--- src/rtl/bcd_a_bin_seq_if.sv ---
// Start/busy/done bundle for the BCD-to-binary converter.
// The master drives the request; the slave returns the result.
interface bcd_a_bin_seq_if #(
    parameter int DIGITS = 4,
    parameter int BIN_W  = 14
);
    logic                  start;
    logic [4*DIGITS-1:0]   bcd;
    logic [BIN_W-1:0]      bin;
    logic                  busy;
    logic                  done;
    logic                  err;

    modport master (
        output start, bcd,
        input  bin, busy, done, err
    );

    modport slave (
        input  start, bcd,
        output bin, busy, done, err
    );
endinterface

--- src/rtl/bcd_a_bin_seq.sv ---
// Sequential BCD-to-binary converter using reverse double-dabble.
// Each CONV cycle does one right shift, then a -3 fix on every digit >= 8.
module bcd_a_bin_seq #(
    parameter int DIGITS = 4,
    parameter int BIN_W  = 14
) (
    input  logic            clk,
    input  logic            rst,
    bcd_a_bin_seq_if.slave  bus
);
    localparam int BW = 4 * DIGITS;
    localparam int WW = BW + BIN_W;
    localparam int CW = $clog2(BIN_W + 1);

    typedef enum logic [1:0] {IDLE, CONV, FAULT} state_t;

    state_t            state, state_n;
    logic [WW-1:0]     work, work_n;
    logic [CW-1:0]     cnt, cnt_n;
    logic [BIN_W-1:0]  bin_q, bin_n;
    logic              err_q, err_n;
    logic              done_q, done_n;
    logic              bad;
    logic [WW-1:0]     shifted;
    logic [WW-1:0]     fixed;

    always_comb begin
        bad = 1'b0;
        for (int d = 0; d < DIGITS; d++) begin
            if (bus.bcd[4*d +: 4] > 4'd9) bad = 1'b1;
        end
    end

    // Correction applies to the BCD field only; the binary field is untouched.
    always_comb begin
        shifted = work >> 1;
        fixed   = shifted;
        for (int d = 0; d < DIGITS; d++) begin
            if (shifted[BIN_W+4*d +: 4] >= 4'd8) begin
                fixed[BIN_W+4*d +: 4] = shifted[BIN_W+4*d +: 4] - 4'd3;
            end
        end
    end

    always_comb begin
        state_n = state;
        work_n  = work;
        cnt_n   = cnt;
        bin_n   = bin_q;
        err_n   = err_q;
        done_n  = 1'b0;
        unique case (state)
            IDLE: begin
                if (bus.start) begin
                    if (bad) begin
                        state_n = FAULT;
                    end else begin
                        work_n  = {bus.bcd, {BIN_W{1'b0}}};
                        cnt_n   = '0;
                        state_n = CONV;
                    end
                end
            end
            CONV: begin
                work_n = fixed;
                cnt_n  = cnt + 1'b1;
                if (cnt == CW'(BIN_W - 1)) begin
                    bin_n   = shifted[BIN_W-1:0];
                    err_n   = 1'b0;
                    done_n  = 1'b1;
                    state_n = IDLE;
                end
            end
            FAULT: begin
                bin_n   = '0;
                err_n   = 1'b1;
                done_n  = 1'b1;
                state_n = IDLE;
            end
            default: state_n = IDLE;
        endcase
    end

    always_ff @(posedge clk) begin
        if (rst) begin
            state  <= IDLE;
            work   <= '0;
            cnt    <= '0;
            bin_q  <= '0;
            err_q  <= 1'b0;
            done_q <= 1'b0;
        end else begin
            state  <= state_n;
            work   <= work_n;
            cnt    <= cnt_n;
            bin_q  <= bin_n;
            err_q  <= err_n;
            done_q <= done_n;
        end
    end

    assign bus.bin  = bin_q;
    assign bus.busy = (state != IDLE);
    assign bus.done = done_q;
    assign bus.err  = err_q;
endmodule

--- src/flat_wrapper.sv ---
// flat-port wrapper written by rule: the top's interface ports become plain ports
module bcd_a_bin_seq_flat 
#(
    parameter int DIGITS = 4,
    parameter int BIN_W  = 14
)
  (clk, rst, bus_start, bus_bcd, bus_bin, bus_busy, bus_done, bus_err);
  bcd_a_bin_seq_if #(.DIGITS(DIGITS), .BIN_W(BIN_W)) bus_i ();
  input  logic clk;
  input  logic rst;
  input wire logic [$bits(bus_i.start)-1:0] bus_start;
  input wire logic [$bits(bus_i.bcd)-1:0] bus_bcd;
  output wire logic [$bits(bus_i.bin)-1:0] bus_bin;
  output wire logic [$bits(bus_i.busy)-1:0] bus_busy;
  output wire logic [$bits(bus_i.done)-1:0] bus_done;
  output wire logic [$bits(bus_i.err)-1:0] bus_err;
  assign bus_i.start = bus_start;
  assign bus_i.bcd = bus_bcd;
  assign bus_bin = bus_i.bin;
  assign bus_busy = bus_i.busy;
  assign bus_done = bus_i.done;
  assign bus_err = bus_i.err;
  bcd_a_bin_seq #(.DIGITS(DIGITS), .BIN_W(BIN_W)) u_core (.clk(clk), .rst(rst), .bus(bus_i));
endmodule
--- config.mk ---
export PLATFORM = sky130hd
export DESIGN_NAME = bcd_a_bin_seq_flat
export DESIGN_NICKNAME = d
export VERILOG_FILES = /design/src/rtl/bcd_a_bin_seq_if.sv /design/src/rtl/bcd_a_bin_seq.sv /design/src/flat_wrapper.sv
export SDC_FILE = /design/constraint.sdc
export NUM_CORES = 1
export LEC_CHECK = 0
export ABC_AREA = 1
export CORE_ASPECT_RATIO = 0.75
export CORE_MARGIN = 10
export CORE_UTILIZATION = 45
export DETAILED_ROUTE_END_ITERATION = 12
export GPL_TIMING_DRIVEN = 0
export PLACE_DENSITY_LB_ADDON = 0.12
export SYNTH_ARGS = -nofsm -noshare
export SYNTH_HDL_FRONTEND = slang
export SYNTH_SLANG_ARGS = --single-unit
--- constraint.sdc ---
create_clock -name clk -period 1.8 [get_ports clk]
set_input_delay 0.18 -clock clk [delete_from_list [all_inputs] [get_ports clk]]
set_output_delay 0.18 -clock clk [all_outputs]
set_load 0.03 [all_outputs]
* Word-level counts from Yosys, hierarchy flattened
Cells that the tools add are included.
Operators by class: add/sub/neg operators 5, $mul 0, div/mod/pow operators 0, order comparisons 8, equal/unequal tests 6, shifts and indexed selects 0, mux-type cells 24, bitwise gates (word level) 0, reductions and logical operators 7
Operators by type and width (count):
- two-way mux 30 bit | 2
- case mux 30 bit (2 select lines) | 1
- case mux 14 bit (2 select lines) | 1
- two-way mux 4 bit | 6
- > comparator 4 bit (second input constant) | 4
- two-way mux 14 bit | 1
- greater-or-equal comparator 4 bit (second input constant) | 3
- subtractor 4 x 2 -> 4 bit (second input constant) | 3
- case mux 4 bit (2 select lines) | 1
- two-way mux 1 bit | 6
- two-way mux 2 bit | 3
- nonzero test 2 bit | 3
- adder 4 x 1 -> 4 bit (second input constant) | 1
- equality test 4 bit (second input constant) | 1
- greater-or-equal comparator 3 x 4 -> 1 bit (second input constant) | 1
- != test 2 bit (second input constant) | 2
- case mux 1 bit (2 select lines) | 2
- case mux 2 bit (2 select lines) | 1
- AND reduction 2 bit | 2
- subtractor 3 x 2 -> 4 bit (second input constant) | 1
- AND reduction 3 bit | 1
- equality test 2 x 1 -> 1 bit (second input constant) | 1
- equality test 2 bit (second input constant) | 1
- zero test 2 bit | 1
- != test 2 x 1 -> 1 bit (second input constant) | 1
Storage, ports and cells: register bits 52, bits in latches 0, bits in writable memories 0, memory bits (read-only) 0, output and inout bits 17, memories kept 0

* Longest topological paths before layout
Gate-level depths: netlist (run 1).
depth after elaboration 8, gate-level depth with buffers 10

* Worst setup path after synthesis (run 1)
Ideal clock, no wire load.
kind flip-flop to flip-flop, start point reg u_core.state[0], end point reg u_core.work[10], data arrival time 1.308 ns, path slack 0.374 ns, stages on the path, launching flop included 8, period minus slack after synthesis 1.426 ns, path through dfxtp_1 > inv_1 > ha_1 > inv_2 > nand2_2 > clkbuf_1 > a21boi_0 > nor2_1
On the way: cells in the longest elaborated chain, start to end 3, elaborated cells on any way between the ends 7
Ends and longest elaborated chain:
- start, declared | RTL line bcd_a_bin_seq.sv:17 | state_t state, state_n;
- start signal, assigned | RTL line bcd_a_bin_seq.sv:93 | state <= state_n;
- zero test 2 bit or equality test 2 x 1 -> 1 bit (tied branches) | RTL line bcd_a_bin_seq.sv:52 | unique case (state)
- != test 2 bit (no source line) or nonzero test 2 bit (tied branches)
- AND reduction 3 bit (no source line)
- end signal, assigned | RTL line bcd_a_bin_seq.sv:94 | work <= work_n;
- end, declared | RTL line bcd_a_bin_seq.sv:18 | logic [WW-1:0] work, work_n;
Several ways; a longest one is shown, not always the timed one. A chain may end at the register's enable or synchronous reset.

* Worst setup path in the final report (run 1)
start point reg u_core.state[0], end point out bus_busy
On the way: cells in the longest elaborated chain, start to end 1
Ends and longest elaborated chain:
- nonzero test 2 bit | RTL line bcd_a_bin_seq.sv:103 | assign bus.busy = (state != IDLE);
- end, declared | RTL line flat_wrapper.sv:14 | output wire logic [$bits(bus_i.busy)-1:0] bus_busy;
No other way between the ends.

==> results of run 1 <==
metal layers:
layer / GRT usage / wire (microns)
met1: 0.206 / 3580
met2: 0.209 / 2820
met3: 0.0399 / 406
met4: 0.0221 / 25
met5: 0 / 0
power breakdown:
part,switching (W),internal [W]
clock,0.000379,0.000351
sequential,0.0000997,0.00126
combinational,0.000703,0.000420
total,0.00118,0.00203
area by class of cell:
type                            instances  area, sq um
Fill cell                             558         2560
Clock buffer                            7         96.3
Buffer                                 21          134
Tap cell                               78         97.6
Clock inverter                          1         7.51
Sequential cell                        51         1020
Timing Repair Buffer                   35          349
Inverter                               62          233
Multi-Input combinational cell        263         1420
final timing paths:
check	start	cells after the start	end
hold / removal	u_core.work[29]$_SDFFE_PP0P_	2	u_core.work[29]$_SDFFE_PP0P_
setup reg to reg	u_core.state[0]$_SDFFE_PP0P_	7	u_core.work[12]$_SDFFE_PP0P_
hold reg to reg	u_core.work[29]$_SDFFE_PP0P_	2	u_core.work[29]$_SDFFE_PP0P_
setup / recovery	u_core.state[0]$_SDFFE_PP0P_	4	bus_busy
worst max-delay path: stages (launching register included):
cell,delay [ns]
dfxtp_1,0.37
inv_1,0.07
ha_1,0.25
inv_2,0.10
dlygate4sd2_1,0.40
metrics by stage:
stage          cell area [sq um]  setup slack (ns)  power (W)   util  std cells
2_1_floorplan               2810             0.374    0.00220      -        397
3_3_place_gp                3250           0.00489    0.00249  0.550        510
3_5_place_dp                3250            0.0199    0.00251  0.550        510
4_1_cts                     3360             0.120    0.00323  0.567        518
5_1_grt                     3360            0.0322    0.00345  0.568        518
6_report                    3360             0.130    0.00321  0.568        518
cell families (layout without fill, tap and decap cells):
| group | Yosys count | in the layout | share of synthesized area |
|---|---|---|---|
| XOR/XNOR | 4 | 4 | 0.0125 |
| flip-flops | 51 | 51 | 0.364 |
| multiplexers | 3 | 3 | 0.0107 |
| buffers and inverters | 83 | 126 | 0.130 |
| adder cells (fa/ha/maj) | 11 | 11 | 0.0490 |
| AO/OA/AOI/OAI | 69 | 69 | 0.169 |
| AND/OR/NAND/NOR | 176 | 176 | 0.265 |
registers in the layout (all words and copies together), names as in the netlist:
register,count
u_core.cnt,4
u_core.bus.done,1
u_core.bus.bin,14
u_core.state,2
u_core.work,29
u_core.bus.err,1
cell usage after synthesis, drive strengths merged:
master | count | area share
nand2 | 82 | 0.12
nor2 | 64 | 0.090
inv | 62 | 0.083
dfxtp | 51 | 0.36
nand3 | 29 | 0.058
a21oi | 23 | 0.042
o21ai | 19 | 0.038
buf | 14 | 0.038
o22ai | 13 | 0.051
ha | 11 | 0.049
a21boi | 9 | 0.024
clkbuf | 7 | 0.0094
mux2i | 3 | 0.011
a31oi | 2 | 0.0045
xnor2 | 2 | 0.0062
xor2 | 2 | 0.0062
a22oi | 1 | 0.0027
a2bb2oi | 1 | 0.0031
nand4 | 1 | 0.0022
o211ai | 1 | 0.0027
==> impl_results.md, run 1 <==
* Clock Path Buffers at 2
* Worst hold path type: register to register
* Die height at 88.4 microns
* Commonest cells after routing, fill and taps aside: nand2_1 (78), nor2_1 (61), inv_1 (59), dfxtp_1 (51), clkdlybuf4s50_1 (34)
* Leakage at 1.32 nW
* Req. time, crit path at 1.62 ns
* Syn Inst Count at 397
* Final #Nets at 469
* Initial core utilization at 0.474
* Row cnt at 24
* Final Hold Vio Count at 0
* RSZ-0062 raised after global routing: false
* MaxCap Viol Count at 0
* Period utilization at 0.928
* Relative slew slack at 0.639
* Average cell area after synthesis at 7.07 sq um
* Maximum vdd drop at 0.693 mV
* Hpwl dp at 5.04 mm
* Synth cell types at 34
* Routed vias at 2537
* Vias in the first global route at 2375
* N_diodes at 0
* Initial antenna violation count at 0
* Synthesis-stage register bit count at 51
* WL final at 6.83 mm
* Synth-to-Final Area Change at 19.7%
* Setup TNS at 0 ns
* Die W at 111 microns
* Detail-routed via count per cell at 4.90
* Htree depth at 2
* WP data arrival at 1.49 ns
* Netlist Area Pre-Place at 2810 sq um
* Commonest non-fill, non-tap cell in the layout: nand2_1
* # Post-CTS Setup Buffers at 0
* YS warnings at 0
* Detailed-route DRC error count at 0
* Total track usage at 0.143
* Share of layout cells above drive strength 1 at 0.107
* Syn Nets at 427
* Setup CP Type: register to output pin
* Largest net degree at the start of global routing at 16
* Antenna viol nets, final at 0
* Core Box Area at 5920 sq um
* Clock Skew at 0.00945 ns
* # IOs at 36
* WL per Instance at 13.2 microns
* Status: complete, no violations
* Grt total ovfl at 0
* Die area at 9830 sq um
* CTS Root Buffer Type: clkbuf_8
* Router iterations before antenna repair at 4
* Least-Margin Pin Slew at 0.541 ns
* Clk Latency, worst-skew pair at 0.30 ns
* Clock-pin transition on the worst setup and hold timing paths at 0.10 ns
* R2R Setup Slk at 0.19 ns
* Post-CTS sizing at 1
* Hold_buf cts at 0
* First-pass GRT wire length at 11.9 mm
* Worst hold slack at 0.486 ns
* Total CTS buffers at 5
* Worst Setup End Kind: output pin
* Post-synthesis sequential area ratio at 0.364
* Fmax at 0.599 GHz
* Final min period at 1.67 ns
* Clock sinks at 51
* Routability-driven placement congestion ratio at 0.812
* # setup viols final at 0
* PD cells at 957 nW/um^2
* TritonCTS clock tree: built
* Port Buffers at 35
* Startpoint types: register
* Max-slew violations at 0
* Starting DRT DRC Count at 164
* Critical Path Fanout Max at 4
(Power assumes the default switching activity.)
==> run 2: changes to the inputs <==
CTS_CLUSTER_DIAMETER = 50   (was not set)
==> results of run 2 <==
The final DEF is identical to that of run 1; final timing and power are the same.
